==> src/rtl/imem_loader.sv <==
// Serial program loader: receives a framed program image over a byte
// stream, writes it into instruction memory, and stalls the CPU while
// loading. A good frame ends with a one-cycle CPU restart.
module imem_loader #(
  parameter int         INST_W         = 16,
  parameter int         I_ADDR_W       = 12,
  parameter logic [7:0] SYNC_BYTE      = 8'hA5,
  parameter int         TIMEOUT_CYCLES = 100000
) (
  input  logic                clk,
  input  logic                reset,
  input  logic [7:0]          rx_data,
  input  logic                rx_valid,
  output logic                rx_ready,
  output logic                imem_we,
  output logic [I_ADDR_W-1:0] imem_waddr,
  output logic [INST_W-1:0]   imem_wdata,
  output logic                cpu_hold,
  output logic                cpu_restart,
  output logic                load_done,
  output logic                load_error,
  output logic [1:0]          error_code
);

  localparam int INST_W_BYTES = INST_W / 8;
  localparam int MAX_WORDS    = (2 ** I_ADDR_W) / INST_W_BYTES;
  localparam logic [7:0] LAST_BYTE = 8'(INST_W_BYTES - 1);

  localparam logic [2:0] S_IDLE   = 3'd0;
  localparam logic [2:0] S_LEN_LO = 3'd1;
  localparam logic [2:0] S_LEN_HI = 3'd2;
  localparam logic [2:0] S_DATA   = 3'd3;
  localparam logic [2:0] S_CHECK  = 3'd4;
  localparam logic [2:0] S_DONE   = 3'd5;
  localparam logic [2:0] S_ERROR  = 3'd6;

  logic [2:0]          state_q, state_d;
  logic [15:0]         len_q, len_d;
  logic [15:0]         idx_q, idx_d;
  logic [7:0]          bcnt_q, bcnt_d;
  logic [INST_W-1:0]   word_q, word_d;
  logic [7:0]          chk_q, chk_d;
  logic [31:0]         tmo_q, tmo_d;
  logic                we_q, we_d;
  logic [I_ADDR_W-1:0] waddr_q, waddr_d;
  logic [INST_W-1:0]   wdata_q, wdata_d;
  logic                hold_q, hold_d;
  logic                restart_q, restart_d;
  logic                done_q, done_d;
  logic                err_q, err_d;
  logic [1:0]          code_q, code_d;

  logic                accept;
  logic                in_frame;
  logic [15:0]         n_words;
  logic [31:0]         addr_full;

  // The loader never back-pressures, so every valid byte is a transfer.
  assign rx_ready = 1'b1;
  assign accept   = rx_valid;
  assign in_frame = (state_q == S_LEN_LO) || (state_q == S_LEN_HI) ||
                    (state_q == S_DATA)   || (state_q == S_CHECK);

  // Next-state and output computation for the frame parser.
  always_comb begin
    state_d   = state_q;
    len_d     = len_q;
    idx_d     = idx_q;
    bcnt_d    = bcnt_q;
    word_d    = word_q;
    chk_d     = chk_q;
    tmo_d     = tmo_q;
    we_d      = 1'b0;
    waddr_d   = waddr_q;
    wdata_d   = wdata_q;
    hold_d    = hold_q;
    restart_d = 1'b0;
    done_d    = done_q;
    err_d     = err_q;
    code_d    = code_q;
    n_words   = {rx_data, len_q[7:0]};
    addr_full = 32'(idx_q) * 32'(INST_W_BYTES);

    if (in_frame) begin
      tmo_d = accept ? '0 : tmo_q + 32'd1;
    end

    case (state_q)
      S_IDLE, S_DONE, S_ERROR: begin
        if (accept && rx_data == SYNC_BYTE) begin
          state_d = S_LEN_LO;
          hold_d  = 1'b1;
          done_d  = 1'b0;
          err_d   = 1'b0;
          code_d  = 2'd0;
          chk_d   = '0;
          tmo_d   = '0;
        end
      end
      S_LEN_LO: begin
        if (accept) begin
          len_d[7:0] = rx_data;
          chk_d      = chk_q ^ rx_data;
          state_d    = S_LEN_HI;
        end
      end
      S_LEN_HI: begin
        if (accept) begin
          len_d = n_words;
          chk_d = chk_q ^ rx_data;
          if (32'(n_words) > 32'(MAX_WORDS)) begin
            state_d = S_ERROR;
            err_d   = 1'b1;
            code_d  = 2'd2;
          end else if (n_words == 16'd0) begin
            state_d = S_CHECK;
          end else begin
            state_d = S_DATA;
            idx_d   = '0;
            bcnt_d  = '0;
          end
        end
      end
      S_DATA: begin
        if (accept) begin
          chk_d = chk_q ^ rx_data;
          for (int unsigned b = 0; b < INST_W_BYTES; b++) begin
            if (bcnt_q == 8'(b)) word_d[b*8 +: 8] = rx_data;
          end
          if (bcnt_q == LAST_BYTE) begin
            we_d    = 1'b1;
            waddr_d = addr_full[I_ADDR_W-1:0];
            wdata_d = word_d;
            bcnt_d  = '0;
            idx_d   = idx_q + 16'd1;
            if (idx_q == len_q - 16'd1) state_d = S_CHECK;
          end else begin
            bcnt_d = bcnt_q + 8'd1;
          end
        end
      end
      S_CHECK: begin
        if (accept) begin
          if (rx_data == chk_q) begin
            state_d   = S_DONE;
            hold_d    = 1'b0;
            restart_d = 1'b1;
            done_d    = 1'b1;
          end else begin
            state_d = S_ERROR;
            err_d   = 1'b1;
            code_d  = 2'd1;
          end
        end
      end
      default: state_d = S_IDLE;
    endcase

    // Timeout only fires on an idle cycle inside a frame; a byte arriving
    // on the same cycle wins and clears the counter instead.
    if (in_frame && !accept && (tmo_q + 32'd1 == 32'(TIMEOUT_CYCLES))) begin
      state_d = S_ERROR;
      err_d   = 1'b1;
      code_d  = 2'd3;
    end
  end

  // State and output registers with synchronous reset.
  always_ff @(posedge clk) begin
    if (reset) begin
      state_q   <= S_IDLE;
      len_q     <= '0;
      idx_q     <= '0;
      bcnt_q    <= '0;
      word_q    <= '0;
      chk_q     <= '0;
      tmo_q     <= '0;
      we_q      <= 1'b0;
      waddr_q   <= '0;
      wdata_q   <= '0;
      hold_q    <= 1'b0;
      restart_q <= 1'b0;
      done_q    <= 1'b0;
      err_q     <= 1'b0;
      code_q    <= 2'd0;
    end else begin
      state_q   <= state_d;
      len_q     <= len_d;
      idx_q     <= idx_d;
      bcnt_q    <= bcnt_d;
      word_q    <= word_d;
      chk_q     <= chk_d;
      tmo_q     <= tmo_d;
      we_q      <= we_d;
      waddr_q   <= waddr_d;
      wdata_q   <= wdata_d;
      hold_q    <= hold_d;
      restart_q <= restart_d;
      done_q    <= done_d;
      err_q     <= err_d;
      code_q    <= code_d;
    end
  end

  assign imem_we     = we_q;
  assign imem_waddr  = waddr_q;
  assign imem_wdata  = wdata_q;
  assign cpu_hold    = hold_q;
  assign cpu_restart = restart_q;
  assign load_done   = done_q;
  assign load_error  = err_q;
  assign error_code  = code_q;

endmodule

==> config.mk <==
export PLATFORM = sky130hd
export DESIGN_NAME = imem_loader
export DESIGN_NICKNAME = d
export VERILOG_FILES = /design/src/rtl/imem_loader.sv
export SDC_FILE = /design/constraint.sdc
export NUM_CORES = 1
export LEC_CHECK = 0
export ABC_AREA = 1
export ABC_CLOCK_PERIOD_IN_PS = 3730
export BUFFER_PORTS_ARGS = -buffer_cell sky130_fd_sc_hd__buf_2
export CAP_MARGIN = 0
export CORE_ASPECT_RATIO = 0.7
export CORE_MARGIN = 5
export CORE_UTILIZATION = 35
export CTS_BUF_LIST = sky130_fd_sc_hd__clkbuf_16
export CTS_CLUSTER_SIZE = 20
export DETAILED_ROUTE_END_ITERATION = 12
export GPL_TIMING_DRIVEN = 0
export PLACE_DENSITY = 0.61
export SLEW_MARGIN = 10
export SYNTH_ARGS = -nofsm -noshare
export SYNTH_HDL_FRONTEND = slang
export SYNTH_SLANG_ARGS = --single-unit
==> constraint.sdc <==
create_clock -name clk -period 3.73 [get_ports clk]
set_input_delay 0.746 -clock clk [delete_from_list [all_inputs] [get_ports clk]]
set_output_delay 0.746 -clock clk [all_outputs]
set_load 0.01 [all_outputs]
# Word level (Yosys, flattened, before mapping)
# Index checks and enable logic that the tools add are counted.
[op_classes]
addsub = 4
n_lt_le_gt_ge = 1
n_eq_ne = 31
mux = 58
bitwise_logic = 5
reduce_logical = 30
[op_table]
columns = ["op", "count"]
rows = [
  ["$mux W32", 4],
  ["$mux W16", 5],
  ["$mux W8", 10],
  ["$pmux W8 S2", 3],
  ["$add A32 B1 Y32 const B", 1],
  ["$eq A32 B17 Y1 const B", 1],
  ["$pmux W16 S2", 1],
  ["$mux W3", 10],
  ["$add A16 B1 Y16 const B", 1],
  ["$eq A16 B16 Y1", 1],
  ["$gt A16 B12 Y1 const B", 1],
  ["$logic_not A16 Y1", 1],
  ["$sub A16 B1 Y16 const B", 1],
  ["$ne A3 B2 Y1 const B", 5],
  ["$pmux W3 S5", 1],
  ["$mux W2", 7],
  ["$ne A2 B2 Y1 const B", 7],
  ["$reduce_and A7 Y1", 2],
  ["$mux W1", 13],
  ["$reduce_and A6 Y1", 2],
  ["$reduce_or A3 Y1", 4],
  ["$eq A3 B3 Y1 const B", 3],
  ["$ne A3 B1 Y1 const B", 3],
  ["$reduce_and A3 Y1", 3],
  ["other kinds (24)", 39],
]
[totals]
ff_bits = 133
input_bits = 11

# Depth between registers and ports, before layout
# Gate-level depths: netlist of the first run.
[logic_depth]
word_depth = 8
ltp_mapped = 18

# Worst setup path before layout of the first run
# OpenSTA, ideal clock, no wires.
[synth_path]
kind = "input to register"
startpoint = "input port rx_valid"
endpoint = "register tmo_q[16]"
setup_time_ps = 117
arrival_time_ps = 2097
t_required_ps = 3613
path_slack_ps = 1516
stages = 8
path_buffers = 3
cell_sequence = "buf_2 clkinv_1 nor3_1 nand4_1 o21ai_0 buf_2 buf_2 nor2_1"
[synth_via]
elab_chain_len = 4
[synth_lines]
columns = ["item", "line", "text"]
rows = [
  ["start: declaration", "13", "input logic rx_valid,"],
  ["$mux W32", "85", "tmo_d = accept ? '0 : tmo_q + 32'd1;"],
  ["$mux W32", "84", "if (in_frame) begin"],
  ["$mux W32", "90", "if (accept && rx_data == SYNC_BYTE) begin"],
  ["$mux W32 (*)", "88", "case (state_q)"],
  ["end signal: assignment", "193", "tmo_q <= tmo_d;"],
  ["end: declaration", "43", "logic [31:0] tmo_q, tmo_d;"],
]
# Mark *: on every way between the ends. The rest lies on a longest branch, timed or not.
# A chain may end at the register's enable or synchronous reset.

# Worst setup path after layout of the first run
[layout_path]
startpoint = "input port rx_data[1]"
endpoint = "register idx_q[6]"
[layout_via]
elab_chain_len = 3
[layout_lines]
columns = ["item", "line", "text"]
rows = [
  ["start: declaration", "12", "input logic [7:0] rx_data,"],
  ["$gt A16 B12 Y1 / $logic_not A16 Y1 (equally long branches)", "111, 115", ""],
  ["$ne A2 B2 Y1 (no line)", "--", ""],
  ["$reduce_and A6 Y1 (no line) (*)", "--", ""],
  ["end signal: assignment", "189", "idx_q <= idx_d;"],
  ["end: declaration", "39", "logic [15:0] idx_q, idx_d;"],
]
# Marked as above.

==> results of run 1 <==
==> worst max-delay path by stage <==
stage / startpoint / to / slack (ns) / depth (start not counted)
after floorplan: rx_valid / tmo_q[16] / 1.52 / 8
after global placement: rx_data[0] / idx_q[6] / 0.89 / 14
after detailed placement: rx_data[1] / idx_q[6] / 0.88 / 14
after CTS: rx_data[1] / idx_q[6] / 1.33 / 14
after global routing: rx_data[1] / idx_q[6] / 1.07 / 14
final: rx_data[1] / idx_q[6] / 1.28 / 14
==> synthesized netlist by cell type (all sizes together) <==
| master | n | area (um^2) |
|---|---|---|
| o21a | 2 | 15.0 |
| clkinv | 1 | 3.75 |
| o21bai | 3 | 22.5 |
| and2 | 1 | 6.26 |
| o211ai | 2 | 15.0 |
| clkbuf | 19 | 71.3 |
| nor3b | 3 | 22.5 |
| inv | 115 | 432 |
| nor4 | 5 | 31.3 |
| nand3b | 8 | 60.1 |
| a31oi | 1 | 6.26 |
| nand3 | 60 | 318 |
| nor4b | 1 | 8.76 |
| o22ai | 6 | 37.5 |
| xor2 | 31 | 272 |
| nor2 | 149 | 657 |
| mux2 | 8 | 90.1 |
| nor3 | 20 | 110 |
| o211a | 2 | 20.0 |
| nand4 | 11 | 68.8 |
| xnor2 | 11 | 96.3 |
| a22oi | 9 | 67.6 |
| dfxtp | 125 | 2500 |
| o21ai | 52 | 268 |
| buf | 13 | 70.1 |
| and3 | 1 | 6.26 |
| ha | 7 | 87.6 |
| a211oi | 2 | 15.0 |
| o2111ai | 2 | 17.5 |
| a21oi | 90 | 450 |
| or2 | 1 | 6.26 |
| conb | 2 | 7.51 |
| nand2 | 313 | 1200 |
==> metrics by stage <==
stage / instances / utilization (%)
floorplan: 1076 / -
global placement: 1389 / 38.4
detailed placement: 1389 / 38.4
CTS: 1420 / 41.4
global route: 1420 / 41.4
finish: 1420 / 41.4
==> metal layers <==
metal	routed length [um]	GRT usage (%)
met4	171	3.85
met5	0	0
met3	1760	4.41
met1	11700	30.6
met2	7020	21.6
==> power groups by stage <==
stage	sequential, mW	combinational [mW]	clock, mW
5_1_grt	1.46	1.02	1.75
2_1_floorplan	1.47	0.675	0
3_5_place_dp	1.48	0.891	0
4_1_cts	1.45	0.895	1.68
3_3_place_gp	1.48	0.887	0
6_report	1.45	0.906	1.65
==> worst reg2reg max path, cell delays in order, from the launching register on <==
cell,delay (ns)
sky130_fd_sc_hd__dfxtp_1,0.32
sky130_fd_sc_hd__inv_1,0.13
sky130_fd_sc_hd__ha_1,0.21
sky130_fd_sc_hd__nand3_1,0.17
sky130_fd_sc_hd__nor2_1,0.29
sky130_fd_sc_hd__nand2_1,0.10
sky130_fd_sc_hd__xor2_1,0.15
sky130_fd_sc_hd__nor2_1,0.09
sky130_fd_sc_hd__nand2_1,0.06
sky130_fd_sc_hd__nor2_1,0.17
sky130_fd_sc_hd__nand2_1,0.10
sky130_fd_sc_hd__nand2_1,0.11
sky130_fd_sc_hd__nand2_1,0.10
sky130_fd_sc_hd__nand2_1,0.09
sky130_fd_sc_hd__nand3_1,0.07
sky130_fd_sc_hd__nand2_1,0.07
sky130_fd_sc_hd__inv_1,0.04
==> logic make-up after synthesis <==
kind of cell	after synthesis	synth area share (%)
other cells	2	0.106
buf+inv	148	8.17
simple gates	573	35.3
flops	125	35.4
fa+ha+maj	7	1.24
mux	8	1.28
compound gates	171	13.2
xor+xnor	42	5.21
==> sequential cells by signal, indices dropped and copies added (netlist names), 2 cells and up <==
| register | flops |
|---|---|
| len_q | 16 |
| error_code | 2 |
| word_q | 8 |
| idx_q | 16 |
| bcnt_q | 8 |
| state_q | 3 |
| imem_waddr | 11 |
| tmo_q | 32 |
| imem_wdata | 16 |
| chk_q | 8 |
==> area by class of cell <==
type | instances | area share, %
clock inverter | 14 | 1.94
timing repair buffer | 43 | 2.63
clock buffer | 17 | 5.19
buffer | 32 | 1.72
inverter | 116 | 5.31
tap | 270 | 4.12
sequential | 125 | 30.5
multi-input combinational | 803 | 48.6
==> impl_metrics.ini, run 1 <==
[yosys]
mappedNetlistArea_um2 = 7060
synth_seq_area_share_pct = 35.4
synth.avg_cell_area_um2 = 6.56
synth_cell_types = 46
yosys_warnings = 0
synth_fp_nets = 1094
ys_ff_latch = 125
synth_cells = 1076

[clock_tree]
cts_setup_buffers = 0
clock_tree.htree_level_count = 4
cts.sinks = 125
cts_tree = done
post_cts_resized = 0
hold_buffers = 0
cts_made_buffers = 17
worst_setup_hold_path_clk_slew_ns = 0.06
worst_skew_pair.late_latency_ns = 0.42
clockBufferDepth = 2
ctsRootBufferMaster = sky130_fd_sc_hd__clkbuf_16

[global_route]
grt_pass1_vias = 6135
grt_util_all_layers_pct = 18.1
first_pass_grt_wire_length_mm = 33.5
global_route.overflow_total = 0
maximum_number_of_pins_on_one_net_before_global_route_repair = 17
grt_antenna_before_repair = 0

[final_layout]
n_antenna_cell = 0
layout_common_cells = 306 x sky130_fd_sc_hd__nand2_1, 135 x sky130_fd_sc_hd__nor2_1, 125 x sky130_fd_sc_hd__dfxtp_1, 110 x sky130_fd_sc_hd__inv_1, 90 x sky130_fd_sc_hd__a21oi_1
regArea_um2 = 2500
fill_cells = 2145
finalNetCount = 1156
final_cell_area_um2 = 8200
mostFrequentLayoutCell = sky130_fd_sc_hd__nand2_1
multiInputGateArea_um2 = 3980
fraction_of_layout_instances_using_a_drive_strength_above_1_pct = 11.0
area_growth_syn_to_layout_pct = 16.1

[timing]
finClkSkew_ns = 0.00994
fin_ws_ns = 1.28
final.period_utilization_pct = 65.6
post-route-min-period_ns = 2.45
rsz0062_at_grt = no
finalHoldWorstSlack_ns = 0.463
setup_viol = 0
timing.final.max_slew_violations = 0
tns_ns = 0
worstMarginPinSlew_ns = 0.683
peak_clock_frequency_supported_by_timing_mhz = 409
final-hold-violation-count = 0
slew_headroom_pct = 54.3

[pwr]
combinational_group_share_of_total_power_pct = 22.6
power_mw = 4.01
power.sequential.fraction_pct = 36.2
power_per_unit_of_standard_cell_area_nw_per_um2 = 490
cellInternalPower_mw = 2.69
vdd_drop_max_mv = 0.328
p_leak_nw = 3.42
p_sw_share_pct = 32.9
p_clk_share_pct = 41.2
netSwitchingPower_mw = 1.32

[place]
placed_cell_area_um2 = 7610
dp_slack_ns = 0.879
hpwl_mm = 16.0
place.gp.congestion = 0.966
portBuffers = 43

[route]
detailedRoute.firstPassIterationCount = 6
drt-initial-drc-count = 806
antenna_left = 0
routed_wirelength_mm = 20.7
drc = 0
vias = 7000
post_drt_via_cell_ratio = 4.93
wire_per_inst_um = 14.6

[min_path]
holdPathStages = 2
min-delay-start = word_q[7]
hold_path_end = word_q[7]
hold_class = reg -> reg

[worst_setup_path]
startpoint_type = primary input
regToRegSetupSlack_ns = 1.36
worst_ep_required_time_ns = 4.03
critical_path.max_fanout = 10
crit_path_cell_trace = buf_2 -> inv_1 -> nand3_1 -> nor2_1 -> nand3_1 -> nand2_1 -> nand2_1 -> nand2_1 -> nand3_1 -> buf_2 -> o21ai_2 -> inv_1 -> o21ai_0 -> a21oi_1
critical-path-slowest-cell = sky130_fd_sc_hd__o21ai_2
reg2regPathDepth = 16
family_with_the_most_delay_on_the_worst_path = simple AND/OR/NAND/NOR gates
cp-end-kind = flop
cp_data_arrival_time_ns = 2.74
r2r-end = state_q[1]
criticalPathCategory = in -> reg
critical-path-max-stage-delay_ns = 0.39
critPathBufInv = 4
worst_r2r_startpoint = len_q[0]

[floorplanning]
area_enclosed_by_the_die_boundary_um2 = 23200
initial_core_util_pct = 35.7
die_y_um = 129
core_area_um2 = 19800
num_rows = 43
die-width_um = 180
io-pin-count = 47

[job]
timing.max_cap.violations = 0

[run_status]
run_status = finished clean
(Power assumes the default switching activity.)
==> inputs of run 2 (changes only) <==
--- a/config.mk
+++ b/config.mk
@@ -6,7 +6,7 @@
 export NUM_CORES = 1
 export LEC_CHECK = 0
 export ABC_AREA = 1
-export ABC_CLOCK_PERIOD_IN_PS = 3730
+export ABC_CLOCK_PERIOD_IN_PS = 2360
 export BUFFER_PORTS_ARGS = -buffer_cell sky130_fd_sc_hd__buf_2
 export CAP_MARGIN = 0
 export CORE_ASPECT_RATIO = 0.7
==> constraint.sdc (replaced) <==
create_clock -name clk -period 2.36 [get_ports clk]
set_input_delay 0.472 -clock clk [delete_from_list [all_inputs] [get_ports clk]]
set_output_delay 0.472 -clock clk [all_outputs]
set_load 0.01 [all_outputs]
==> impl_metrics.ini, run 2 (synthesized netlist as in run 1, its figures left out) <==
[timing]
final.period_utilization_pct = 91.9
slew_headroom_pct = 54.4
peak_clock_frequency_supported_by_timing_mhz = 461
setup_viol = 0
final-hold-violation-count = 0
timing.final.max_slew_violations = 0
finClkSkew_ns = 0.00951
worstMarginPinSlew_ns = 0.681
post-route-min-period_ns = 2.17

[route]
vias = 7039
detailedRoute.firstPassIterationCount = 7
routed_wirelength_mm = 20.8
wire_per_inst_um = 14.6
post_drt_via_cell_ratio = 4.94
drt-initial-drc-count = 882
drc = 0
antenna_left = 0

[final_layout]
area_growth_syn_to_layout_pct = 18.3
postLayoutCoreUtil_pct = 42.2
final_cell_area_um2 = 8350
n_antenna_cell = 0
layout_common_cells = 303 x sky130_fd_sc_hd__nand2_1, 129 x sky130_fd_sc_hd__nor2_1, 121 x sky130_fd_sc_hd__dfxtp_1, 109 x sky130_fd_sc_hd__inv_1, 90 x sky130_fd_sc_hd__a21oi_1
top_register = tmo_q
fraction_of_layout_instances_using_a_drive_strength_above_1_pct = 13.2
fill_cells = 2114
largest_register_ffs = 32
finalNetCount = 1161
mostFrequentLayoutCell = sky130_fd_sc_hd__nand2_1

[worst_setup_path]
cp-end-kind = flop
critical_path.max_fanout = 5
criticalPathCategory = reg -> reg
family_with_the_most_delay_on_the_worst_path = simple AND/OR/NAND/NOR gates
critical-path-slowest-cell = sky130_fd_sc_hd__dfxtp_1
startpoint_type = flop
crit_path_cell_trace = inv_1 -> ha_2 -> nand3_4 -> nor2_4 -> nand2_1 -> xor2_1 -> nor2_1 -> nand2_1 -> nor2_1 -> nand2_1 -> nand2_1 -> nand2_1 -> nand2_1 -> nand3_1 -> nand2_1 -> inv_1
critical-path-max-stage-delay_ns = 0.32
critPathBufInv = 2
cp_data_arrival_time_ns = 2.49
critical_path_most_common_cell = sky130_fd_sc_hd__nand2_1
worst_ep_required_time_ns = 2.68

[run_status]
run_status = finished clean

[clock_tree]
worst_setup_hold_path_clk_slew_ns = 0.06
cts_made_buffers = 17
cts_tree = done
hold_buffers = 0
ctsRootBufferMaster = sky130_fd_sc_hd__clkbuf_16
clock_tree.htree_level_count = 4
clockBufferDepth = 2
worst_skew_pair.late_latency_ns = 0.42
cts.sinks = 125

[floorplanning]
die_y_um = 129
area_enclosed_by_the_die_boundary_um2 = 23200
initial_core_util_pct = 35.7
io-pin-count = 47
core_area_um2 = 19800
num_rows = 43
die-width_um = 180

[place]
hpwl_mm = 16.0
portBuffers = 43
placed_cell_area_um2 = 7610
place.gp.congestion = 0.966

[global_route]
grt_antenna_before_repair = 0
grt_pass1_vias = 6135
first_pass_grt_wire_length_mm = 33.5
global_route.overflow_total = 0
grt_util_all_layers_pct = 18.1
maximum_number_of_pins_on_one_net_before_global_route_repair = 17

[min_path]
hold_class = in -> reg

[pwr]
power_per_unit_of_standard_cell_area_nw_per_um2 = 772
vdd_drop_max_mv = 0.524
p_leak_nw = 3.46

[job]
timing.max_cap.violations = 0
[run 2: cell types whose count changed in the layout (fill, tap and decap cells not counted), sizes merged]
cell,delta
buf,+4
inv,-1
clkbuf,+1
clkinvlp,+1
[run 2: power breakdown]
group | switching, mW | total (mW) | leakage (nW) | internal (mW)
logic | 0.995 | 1.53 | 2.17 | 0.534
registers | 0.0918 | 2.30 | 1.01 | 2.21
clock network | 1.05 | 2.62 | 0.281 | 1.57
[run 2: metrics by stage]
| step | setup TNS [ns] | worst slack (ns) | total power, mW | hold slack [ns] | cells |
|---|---|---|---|---|---|
| finish | 0 | 0.192 | 6.45 | 0.384 | 1425 |
| global route | -0.00626 | -0.00458 | 6.78 | 0.379 | 1425 |
| CTS | 0 | 0.00442 | 6.37 | 0.362 | 1420 |
| detailed placement | -4.96 | -0.217 | 3.75 | 0.454 | 1389 |
| global placement | -4.60 | -0.209 | 3.74 | 0.449 | 1389 |
| floorplan | 0 | 0.420 | 3.39 | 0.443 | 1076 |
[run 2: worst min-delay path: stages]
cell                      delay, ns
sky130_fd_sc_hd__buf_2         0.16
sky130_fd_sc_hd__nand2_1       0.08
sky130_fd_sc_hd__nand2_1       0.04
[run 2: timing repair]
item / CTS / global route
resized for setup: 0 / 37
setup endpoints to repair: 0 / 70
endpoints found under the hold margin: 0 / 0
buffers inserted: 0 / 5
[run 2: layer usage]
layer  share of wire, %  up-vias  routed length, um  GRT usage (%)
met3                9.5       14               1980           4.41
li1                   -     3593                  -              -
met5                  0        -                  0              0
met1                 56     3148              11600           30.6
met4               0.74        0                153           3.85
met2                 34      284               7050           21.6
[run 2: worst paths after layout]
kind,from,to,slack [ns],cells after the start
max,len_q[0],state_q[1],0.19,16
min,rx_data[0],imem_wdata[8],0.38,3
max reg2reg,len_q[0],state_q[1],0.19,16
min reg2reg,word_q[7],word_q[7],0.46,2
[run 2: layout make-up]
type | instances | area (um^2) | share of cell area [%]
plain buffers | 32 | 153 | 1.83
clock buffers | 17 | 425 | 5.09
clock inverters | 14 | 159 | 1.90
inverters | 116 | 439 | 5.26
multi-input cells | 803 | 4080 | 48.8
flip-flops and latches | 125 | 2510 | 30.0
well taps | 270 | 338 | 4.04
repair buffers | 48 | 253 | 3.03
